## src/rtl/pe_output_writer.sv

```systemverilog
// pe_output_writer: drops convolver border columns, saturates PE results and
// queues addressed writes to the output feature-map buffer through a small FIFO.
module pe_output_writer #(
  parameter int WID_PE_BITS = 16,
  parameter int KER         = 3,
  parameter int ADDR_W      = 16,
  parameter int FIFO_DEPTH  = 8,
  parameter int DIM_W       = 10
) (
  input  logic                   clk,
  input  logic                   rst,
  input  logic                   start,
  input  logic [DIM_W-1:0]       row_length,
  input  logic [DIM_W-1:0]       out_rows,
  input  logic [ADDR_W-1:0]      base_addr,
  input  logic                   in_valid,
  input  logic [WID_PE_BITS:0]   in_data,
  output logic                   wr_valid,
  input  logic                   wr_ready,
  output logic [ADDR_W-1:0]      wr_addr,
  output logic [WID_PE_BITS-1:0] wr_data,
  output logic                   busy,
  output logic                   done,
  output logic                   overflow
);
  localparam int W  = WID_PE_BITS;
  localparam int AW = $clog2(FIFO_DEPTH);
  typedef enum logic [1:0] {IDLE, RUN, DRAIN, DONE} state_t;
  state_t            state_q;
  logic [DIM_W-1:0]  rl_q, rows_q, col_q, row_q, col_d, row_d;
  logic [ADDR_W-1:0] base_q, idx_q;
  logic              ovf_q;
  logic [ADDR_W-1:0] mem_a [FIFO_DEPTH];
  logic [W-1:0]      mem_d [FIFO_DEPTH];
  logic [AW-1:0]     wp_q, rp_q;
  logic [AW:0]       cnt_q, cnt_d;
  logic              keep, full, push, pop, col_end, last;
  logic [W-1:0]      sat;
  assign keep    = state_q == RUN && in_valid && col_q <= rl_q - DIM_W'(KER);
  assign full    = cnt_q == (AW+1)'(FIFO_DEPTH);
  assign push    = keep && !full;
  assign pop     = wr_valid && wr_ready;
  assign col_end = col_q == rl_q - DIM_W'(1);
  assign last    = col_end && row_q == rows_q - DIM_W'(1);
  // Top two bits differing means the value does not fit in W signed bits.
  assign sat     = (in_data[W] != in_data[W-1]) ? {in_data[W], {(W-1){~in_data[W]}}} : in_data[W-1:0];
  assign cnt_d   = cnt_q + (AW+1)'(push) - (AW+1)'(pop);
  assign col_d   = col_end ? '0 : col_q + DIM_W'(1);
  assign row_d   = col_end ? row_q + DIM_W'(1) : row_q;
  assign wr_valid = cnt_q != '0;
  assign wr_addr  = wr_valid ? mem_a[rp_q] : '0;
  assign wr_data  = wr_valid ? mem_d[rp_q] : '0;
  assign busy     = state_q != IDLE;
  assign done     = state_q == DONE;
  assign overflow = ovf_q;
  always_ff @(posedge clk)
    if (push) begin
      mem_a[wp_q] <= base_q + idx_q;
      mem_d[wp_q] <= sat;
    end
  always_ff @(posedge clk or posedge rst) begin
    if (rst) begin
      state_q <= IDLE;
      rl_q    <= '0;
      rows_q  <= '0;
      base_q  <= '0;
      col_q   <= '0;
      row_q   <= '0;
      idx_q   <= '0;
      ovf_q   <= 1'b0;
      wp_q    <= '0;
      rp_q    <= '0;
      cnt_q   <= '0;
    end else begin
      wp_q  <= push ? wp_q + AW'(1) : wp_q;
      rp_q  <= pop ? rp_q + AW'(1) : rp_q;
      cnt_q <= cnt_d;
      case (state_q)
        IDLE: if (start) begin
          rl_q    <= row_length;
          rows_q  <= out_rows;
          base_q  <= base_addr;
          col_q   <= '0;
          row_q   <= '0;
          idx_q   <= '0;
          ovf_q   <= 1'b0;
          state_q <= RUN;
        end
        RUN: if (in_valid) begin
          col_q   <= col_d;
          row_q   <= row_d;
          idx_q   <= keep ? idx_q + ADDR_W'(1) : idx_q;
          ovf_q   <= ovf_q | (keep && full);
          state_q <= last ? DRAIN : RUN;
        end
        DRAIN: state_q <= (cnt_q == '0) ? DONE : DRAIN;
        default: state_q <= IDLE;
      endcase
    end
  end
endmodule

```

## config.mk

```make
export PLATFORM = sky130hd
export DESIGN_NAME = pe_output_writer
export DESIGN_NICKNAME = d
export VERILOG_FILES = /design/src/rtl/pe_output_writer.sv
export SDC_FILE = /design/constraint.sdc
export NUM_CORES = 1
export LEC_CHECK = 0
export ABC_CLOCK_PERIOD_IN_PS = 7200
export CAP_MARGIN = 20
export CORE_ASPECT_RATIO = 1.2
export CORE_MARGIN = 2
export CORE_UTILIZATION = 30
export DETAILED_ROUTE_END_ITERATION = 8
export GPL_TIMING_DRIVEN = 0
export SETUP_SLACK_MARGIN = 0.2
export SLEW_MARGIN = 20
export SYNTH_ARGS = -nofsm -noshare
export SYNTH_HDL_FRONTEND = slang
export SYNTH_SLANG_ARGS = --single-unit
```

## constraint.sdc

```tcl
create_clock -name clk -period 7.2 [get_ports clk]
set_input_delay 1.08 -clock clk [delete_from_list [all_inputs] [get_ports clk]]
set_output_delay 1.08 -clock clk [all_outputs]
set_load 0.01 [all_outputs]
```

# Word-level counts from Yosys, hierarchy flattened
# Memory sizes are Yosys's and may differ from the RTL's.
# Cells that the tools add are included.
[word_totals]
register_bits = 85
latchBits = 0
ram_bits = 256
rom_bits = 0
input_bits = 58
output_inout_bits = 36
wordCells = 79
n_memories = 2
[classes]
add_sub_neg = 11
multipliers = 0
div_mod_pow = 0
n_lt_le_gt_ge = 1
eq_ne = 11
n_shift = 0
mux = 24
bitwise_logic = 2
n_reduce_logical = 17
[memory_table]
columns = ["memory", "depth", "word_bits", "rd", "rd_clocked_by_memory_dff", "wr", "line", "source"]
rows = [
  ["mem_a", 8, 16, 1, 0, 1, "33", "logic [ADDR_W-1:0] mem_a [FIFO_DEPTH];"],
  ["mem_d", 8, 16, 1, 0, 1, "34", "logic [W-1:0] mem_d [FIFO_DEPTH];"],
]
[op_table]
columns = ["cell", "count"]
rows = [
  ["16-bit two-way mux", 6],
  ["10-bit two-way mux", 5],
  ["10-bit case mux with 2 select lines", 2],
  ["16-bit case mux with 2 select lines", 1],
  ["10-bit by 1-bit adder with 10-bit output, second input constant", 2],
  ["10-bit equality test", 2],
  ["10-bit by 1-bit subtractor with 10-bit output, second input constant", 2],
  ["16-bit by 1-bit adder with 16-bit output, second input constant", 1],
  ["16-bit adder", 1],
  ["10-bit less-or-equal comparator", 1],
  ["10-bit by 2-bit subtractor with 10-bit output, second input constant", 1],
  ["2-bit != test, second input constant", 4],
  ["4-bit AND reduction", 2],
  ["3-bit by 1-bit adder with 3-bit output, second input constant", 2],
  ["1-bit logical AND", 6],
  ["2-bit two-way mux", 3],
  ["2-bit case mux with 3 select lines", 1],
  ["1-bit two-way mux", 5],
  ["4-bit by 1-bit adder with 4-bit output", 1],
  ["2-bit equality test, second input constant", 2],
  ["4-bit equality test, second input constant", 1],
  ["4-bit zero test", 1],
  ["2-bit AND reduction", 2],
  ["2-bit nonzero test", 2],
  ["10 further kinds", 10],
]

# Longest topological paths before layout
# Gate-level depths: netlist (run 1).
[logic_depth]
ltp_word = 7
ltp_mapped = 19
depth_no_buf = 17

# Worst setup path before layout (run 1)
# Ideal clock, no wire load.
[synth_path]
path_kind = "reg2reg"
start = "register rl_q[3]"
end = "memory mem_a[0][0] (enable)"
setup_time_ps = 502
arrival_ps = 5962
required_time_ps = 6698
setup_slack_ps = 737
stages_incl_launch_ff = 15
n_path_buf = 2
synth_period_minus_slack_ps = 6463
cell_sequence = "dfrtp_1 -> buf_4 -> or3_1 -> buf_2 -> a21oi_1 -> nand2_1 -> xor2_1 -> ha_1 -> a21o_1 -> a21o_1 -> a21oi_1 -> o21ai_0 -> a21oi_1 -> nand2_1 -> nor4_1"
[synth_between]
elab_chain_len = 6
[synth_lines]
columns = ["item", "line", "source"]
rows = [
  ["start: declaration", "30", "logic [DIM_W-1:0] rl_q, rows_q, col_q, row_q, col_d, row_d;"],
  ["start signal: assignment", "80", "rl_q <= row_length;"],
  ["10-bit by 2-bit subtractor with 10-bit output", "39", "assign keep = state_q == RUN && in_valid && col_q <= rl_q - DIM_W'(KER);"],
  ["10-bit less-or-equal comparator", "39", ""],
  ["1-bit logical AND", "39", ""],
  ["1-bit logical AND", "41", "assign push = keep && !full;"],
  ["1-bit two-way mux", "57", "if (push) begin"],
  ["1-bit two-way mux (implied by the code)", "58", "mem_a[wp_q] <= base_q + idx_q;"],
  ["end: declaration", "33", ""],
]
# No other way between the ends.

# Worst setup path in the final report (run 1)
[layout_path]
start = "register rl_q[4]"
end = "memory mem_d[6][0] in the netlist's numbering (enable)"
[layout_between]
elab_chain_len = 6
[layout_lines]
columns = ["item", "line", "source"]
rows = [
  ["10-bit by 2-bit subtractor with 10-bit output", "39", ""],
  ["10-bit less-or-equal comparator", "39", ""],
  ["1-bit logical AND", "39", ""],
  ["1-bit logical AND", "41", ""],
  ["1-bit two-way mux", "57", ""],
  ["1-bit two-way mux (implied by the code)", "59", "mem_d[wp_q] <= sat;"],
  ["end: declaration", "34", ""],
]
# No other way between the ends.

==> reports/results.ini, run 1 <==
[timing]
timing.final.max_slew_violations = 0
max_clock_freq_ghz = 0.2009
fin_crit_sh_pct = 69.15
finClkSkew_ns = 0.01813
worst_slew_margin_rel_pct = 33.16
final-hold-violation-count = 0
rsz0062_at_grt = false
period_minus_slack_ns = 4.979
timing_worst_slew_pin_value_ns = 1.003
setup_violations = 0

[clock_network]
cts_root_buffer = clkbuf_16
clk_latency_ns = 0.56
cts_inserted_buffers = 38
cts.sink_count = 341
cts.path.max_buffers = 3
cts_tree = done
post_cts_resized = 0
h-tree-depth = 2
clock_pin_slew_worst_setup_and_hold_paths_ns = 0.06
postCtsSetupRepairBufs = 0
postCtsHoldBufs = 0

[pwr]
p_leak_nw = 7.011
max-vdd-ir-drop_mv = 0.1673
power_density_mw_per_mm2 = 375.6

[final_layout]
fraction_of_layout_instances_using_a_drive_strength_above_1_pct = 14.25
num_antenna_cells = 0
finalNonFillerCells = 1921
num-nets-final = 1341
finalCoreUtilization_pct = 36.73
layout-area-overhead-vs-synth_pct = 21.76

[synth]
post_synth_num_cell_types = 58
netlist_instances = 1075
yosysWarningCount = 0
synth-seq-area-share_pct = 63.64
synth_top_flop_cell = edfxtp_1
yosys.cell_count.top_type = edfxtp_1
synthesis.area_per_instance_um2 = 14.35
netlist.area_leader.share_pct = 49.85
synth_seq_cells = 341
syn-cell-area_mm2 = 0.01542
postSynth.asyncResetShare_pct = 24.93
cell_type_with_the_highest_aggregate_area_in_the_netlist = edfxtp_1
synth_nets = 1176
count_of_flip_flops_with_a_built_in_enable_after_synthesis = 256
ys_top_cells_by_area = edfxtp_1, dfrtp_1, mux4_2, ha_1, nand2_1
synth.cells.most_frequent = edfxtp_1, nand2_1, dfrtp_1, nor2_1, mux4_2

[critical_path]
criticalPathCategory = register to register
worstSetupEndpointType = register
wp_data_required_ns = 7.47
worst-endpoint-arrival_ns = 5.25
timing.critical_path.buf_inv = 4
cpPeakStageDelay_ns = 0.68
worstSetupStartpointType = register
worstPathMaxFanout = 8
timing.critical_path.cells = or3_1, buf_2, a21oi_1, xnor2_1, ha_1, and4_1, a221oi_1, o21ai_0, a21oi_1, nand2_1, nor3_2, buf_6, buf_4, buf_4
critical_path.top_delay_family = simple AND/OR/NAND/NOR gates
critical-path-slowest-cell = nor3_2

[run]
cap_violations = 0

[routing]
detailedRoute.firstPassIterationCount = 4
drt-initial-drc-count = 601
wl_mm = 36.37
route.detailed.wl_per_inst_um = 18.93
number_of_vias_in_the_routed_layout = 9354
ant_nets = 0
post-route-drc-count = 0
vias_per_cell = 4.869

[floorplan]
initial_utilization_pct = 30.16
row_count = 91
chipWidth_um = 211.0
core_region_area_mm2 = 0.05112
chipHeight_um = 252.4
pin_count = 94
dieArea_mm2 = 0.05324

[global_routing]
combined_global_route_utilization_of_all_metal_layers_pct = 13.95
grt_start_max_net_pins = 45
grt_pass1_vias = 9809
grt_overflow = 0
grt_antenna_before_repair = 0
global_route_wire_length_before_repair_mm = 56.82

[outcome]
status = completed

[placement]
placed_cells_incl_taps = 1851
hpwl_mm = 25.74
port_buffers = 93
globalplace.congestion = 0.8196

[min_path]
hp-class = register to register

-- cell type report --
type	instances	area, um2
fillers	4840	32350
flip-flops and latches	341	9814
multi-input cells	655	5344
repair buffers	125	1262
clock buffers	45	987.2
well taps	651	814.5
clock inverters	25	236.5
plain buffers	46	188.9
inverters	33	128.9
-- sequential cells by signal, summed over array words and instances, names as in the netlist --
| name | flops |
|---|---|
| rp_q | 3 |
| cnt_q | 4 |
| rows_q | 10 |
| overflow | 1 |
| mem_d | 128 |
| row_q | 10 |
| idx_q | 16 |
| col_q | 10 |
| mem_a | 128 |
| wp_q | 3 |
| base_q | 16 |
| state_q | 2 |
| rl_q | 10 |
-- through the flow --
stage	hold slack (ns)	TNS [ns]	worst slack [ns]	instance area (um2)	power, mW
3_5_place_dp	0.4761	0	2.203	17550	5.247
2_1_floorplan	0.4523	0	0.7367	15420	4.216
3_3_place_gp	0.4815	-250.65	-3.019	17170	5.121
5_1_grt	0.5032	0	1.706	18780	7.453
6_report	0.4939	0	2.221	18780	7.053
4_1_cts	0.4929	0	2.170	18780	7.158
-- cells in the final DEF (no fill, tap or decap), drive strengths merged, types with 12 or more instances in the layout --
cell and n:
clkinv 21, xnor2 42, nand2b 12, nand3 18
xor2 20, a21oi 35, ha 41, clkdlybuf4s50 93
mux2i 37, a21o 27, o21ai 24, mux4 64
buf 45, nor2 69, clkbuf 78, dfrtp 85
edfxtp 256, nand2 136, inv 33, nor3 17
-- metal layers --
| layer | global-route usage (%) | routed length [um] |
|---|---|---|
| met1 | 18.14 | 16050 |
| met2 | 23.83 | 18090 |
| met3 | 2.224 | 1490 |
| met4 | 4.447 | 739 |
| met5 | 0 | 0 |
-- path summary, 6_finish.rpt --
check / start / to / slack (ns) / cells past startpoint
max reg2reg: rl_q[4]$_DFFE_PP0P_ / mem_d[6][0]$_DFFE_PP_ / 2.22 / 14
min in group asynchronous: rst / rows_q[7]$_DFFE_PP0P_ / 0.93 / 2
min reg2reg: base_q[5]$_DFFE_PP0P_ / base_q[5]$_DFFE_PP0P_ / 0.49 / 2
max: rl_q[4]$_DFFE_PP0P_ / mem_d[6][0]$_DFFE_PP_ / 2.22 / 14
min: base_q[5]$_DFFE_PP0P_ / base_q[5]$_DFFE_PP0P_ / 0.49 / 2
max in group asynchronous: rst / base_q[8]$_DFFE_PP0P_ / 5.70 / 3
-- worst register-to-register path: cells and delay by family, from the launching register on --
family / cells / cell delay (ns)
adders and majority gates: 1 / 0.26
DFF: 1 / 0.47
buffers and inverters: 4 / 0.78
and+or+nand+nor: 4 / 1.64
xor gates and xnor gates: 1 / 0.17
AOI/OAI and AO/OA: 4 / 1.37
-- report_power, final --
group	switching [mW]	total (mW)	internal, mW
clock	0.793	1.89	1.10
combinational	1.28	2.43	1.15
sequential	0.161	2.73	2.57
-- cell families (layout without fill, tap and decap cells) --
logic type	Yosys count	after routing	synth area share (%)
compound gates	137	137	5.964
flops	341	341	63.64
fa+ha+maj	43	43	3.586
simple gates	307	307	9.152
buf+inv	79	274	2.020
xor+xnor	62	62	3.521
mux	106	106	12.11
No activity file was read; power rests on OpenSTA's default activity.
==> run 2, diff against run 1 <==
Settings changed: ABC_CLOCK_PERIOD_IN_PS 7200 to 5190.
Clock period 7.2 ns to 5.19 ns, I/O delays scaled along.
==> run 2 against run 1 <==
Against the previous run: critical path depth is 1 higher; die area stayed put; register-to-register slack worse by 1.7 ns; global-route usage is 0.34 points lower; utilization hardly changed; via count is 1.1% lower; clock skew is 0.0034 ns higher; flip-flop and latch count stayed put; final area hardly changed; count of clock-buffer cells in the layout is 5 higher; non-clock buffer count is 7 lower.
==> reports/results.ini, run 2 (synthesis results as in run 1) <==
[outcome]
status = completed  ; unchanged

[placement]
dpl_cell_area_mm2 = 0.01753  ; was 0.01755 mm2
placed_cells_incl_taps = 1842  ; was 1851
place_ws_ns = 0.05363  ; was 2.203 ns
port_buffers = 93  ; unchanged
globalplace.congestion = 0.7969  ; was 0.8196
hpwl_mm = 24.93  ; was 25.74 mm

[floorplan]
initial_utilization_pct = 30.16  ; unchanged
pin_count = 94  ; unchanged
dieArea_mm2 = 0.05324  ; unchanged
chipWidth_um = 211.0  ; unchanged
chipHeight_um = 252.4  ; unchanged
core_region_area_mm2 = 0.05112  ; unchanged
row_count = 91  ; unchanged

[routing]
vias_per_cell = 4.832  ; was 4.869
detailedRoute.firstPassIterationCount = 5  ; was 4
route.detailed.wl_per_inst_um = 18.61  ; was 18.93 um
drt-initial-drc-count = 600  ; was 601
wl_mm = 35.62  ; was 36.37 mm
number_of_vias_in_the_routed_layout = 9248  ; was 9354
post-route-drc-count = 0  ; unchanged
ant_nets = 0  ; unchanged

[clock_network]
cts_tree = done  ; unchanged
cts_root_buffer = clkbuf_16  ; unchanged
postCtsHoldBufs = 0  ; unchanged
cts_inserted_buffers = 38  ; unchanged
cts.path.max_buffers = 3  ; unchanged
cts.sink_count = 341  ; unchanged
clock_pin_slew_worst_setup_and_hold_paths_ns = 0.06  ; about the same
clk_latency_ns = 0.55  ; was 0.56 ns
h-tree-depth = 2  ; unchanged

[timing]
final-hold-violation-count = 0  ; unchanged
timing_worst_slew_pin_value_ns = 0.9894  ; was 1.003 ns
max_clock_freq_ghz = 0.2158  ; was 0.2009 GHz
timing.final.max_slew_violations = 0  ; unchanged
fin_crit_sh_pct = 89.27  ; was 69.15%
setup_violations = 0  ; unchanged
final.setup.worst_slack_ns = 0.5568  ; was 2.221 ns
rsz0062_at_grt = false  ; unchanged
period_minus_slack_ns = 4.633  ; was 4.979 ns
finClkSkew_ns = 0.02153  ; was 0.01813 ns
worst_slew_margin_rel_pct = 34.04  ; was 33.16%

[critical_path]
wp_data_required_ns = 5.42  ; was 7.47 ns
criticalPathCategory = register to register  ; unchanged
worstPathMaxFanout = 8  ; unchanged
worstSetupStartpointType = register  ; unchanged
worstSetupEndpointType = register  ; unchanged
worst-endpoint-arrival_ns = 4.86  ; was 5.25 ns

[final_layout]
num_antenna_cells = 0  ; unchanged
num-nets-final = 1334  ; was 1341
sequential_cell_area_mm2 = 0.009814  ; unchanged
finalCoreUtilization_pct = 36.71  ; was 36.73%
multi_input_comb_area_mm2 = 0.005381  ; was 0.005344 mm2
commonest_cells_after_routing_fill_and_taps_aside = edfxtp_1, nand2_1, clkdlybuf4s50_1  ; unchanged
finalNonFillerCells = 1914  ; was 1921
final_common_cell = edfxtp_1  ; unchanged
stdcell_area_mm2 = 0.01877  ; was 0.01878 mm2
fraction_of_layout_instances_using_a_drive_strength_above_1_pct = 13.86  ; was 14.25%
fillers = 4838  ; was 4840
top_regs = mem_a: 128 flops, mem_d: 128 flops  ; unchanged
layout-area-overhead-vs-synth_pct = 21.71  ; was 21.76%

[global_routing]
grt_overflow = 0  ; unchanged
grt_pass1_vias = 9653  ; was 9809
combined_global_route_utilization_of_all_metal_layers_pct = 13.61  ; was 13.95%
grt_antenna_before_repair = 0  ; unchanged
global_route_wire_length_before_repair_mm = 55.91  ; was 56.82 mm
grt_start_max_net_pins = 48  ; was 45

[run]
cap_violations = 0  ; unchanged

[pwr]
power_mw = 9.745  ; was 7.053 mW
power_density_mw_per_mm2 = 519.2  ; was 375.6 mW/mm2
max-vdd-ir-drop_mv = 0.2620  ; was 0.1673 mV
p_leak_nw = 6.957  ; was 7.011 nW

[min_path]
hp-class = register to register  ; unchanged

==> run 2: layout make-up <==
type / instances / area share, %
repair buffers: 118 / 6.633
well taps: 651 / 4.340
clock buffers: 50 / 5.420
flip-flops and latches: 341 / 52.29
inverters: 33 / 0.6866
clock inverters: 20 / 0.9466
multi-input cells: 655 / 28.67
plain buffers: 46 / 1.013
==> run 2: worst paths after layout <==
check                                       from                    end  slack [ns]  cells after the start
max                          rl_q[4]$_DFFE_PP0P_  mem_a[6][4]$_DFFE_PP_        0.56                     15
min                        base_q[8]$_DFFE_PP0P_  base_q[8]$_DFFE_PP0P_        0.49                      2
min in group asynchronous                    rst  rows_q[7]$_DFFE_PP0P_        0.61                      2
max reg2reg                  rl_q[4]$_DFFE_PP0P_  mem_a[6][4]$_DFFE_PP_        0.56                     15
min reg2reg                base_q[8]$_DFFE_PP0P_  base_q[8]$_DFFE_PP0P_        0.49                      2
max in group asynchronous                    rst  base_q[8]$_DFFE_PP0P_        3.96                      3
==> run 2: metal layers <==
| layer | vias to the layer above | GRT usage [%] | part of all wire [%] |
|---|---|---|---|
| met5 | - | 0 | 0 |
| met4 | 0 | 3.561 | 2.1 |
| met3 | 46 | 2.311 | 5.3 |
| met2 | 227 | 23.59 | 50 |
| met1 | 4625 | 17.63 | 43 |
| li1 | 4350 | - | - |
==> run 2: where the power goes <==
part / switching [mW] / internal (mW) / leakage [nW]
clock network: 1.10 / 1.49 / 0.557
registers: 0.232 / 3.57 / 3.41
logic: 1.76 / 1.60 / 2.99
total: 3.09 / 6.66 / 6.96
==> run 2: what timing repair did <==
action / in CTS / in global routing
buffers inserted: 0 / 2
setup endpoints to repair: 7 / 162
pin swaps: 0 / 2
resized for setup: 1 / 3
==> run 2: worst max-delay path: stages (launching register included) <==
cell	delay, ns
dfrtp_1	0.46
or3_1	0.39
buf_2	0.17
a21oi_1	0.27
nand2_1	0.11
xor2_1	0.15
ha_1	0.30
a21o_1	0.18
a21o_1	0.17
a21oi_1	0.23
o21ai_0	0.18
a21oi_2	0.34
nand2_1	0.37
nor3_2	0.47
buf_4	0.28
buf_4	0.22
==> run 2: stage by stage <==
| stage | TNS [ns] | hold WS [ns] |
|---|---|---|
| after floorplan | -41.63 | 0.4523 |
| after global placement | -550.58 | 0.4730 |
| after detailed placement | 0 | 0.4826 |
| after CTS | 0 | 0.4957 |
| after global routing | 0 | 0.5077 |
| final | 0 | 0.4893 |
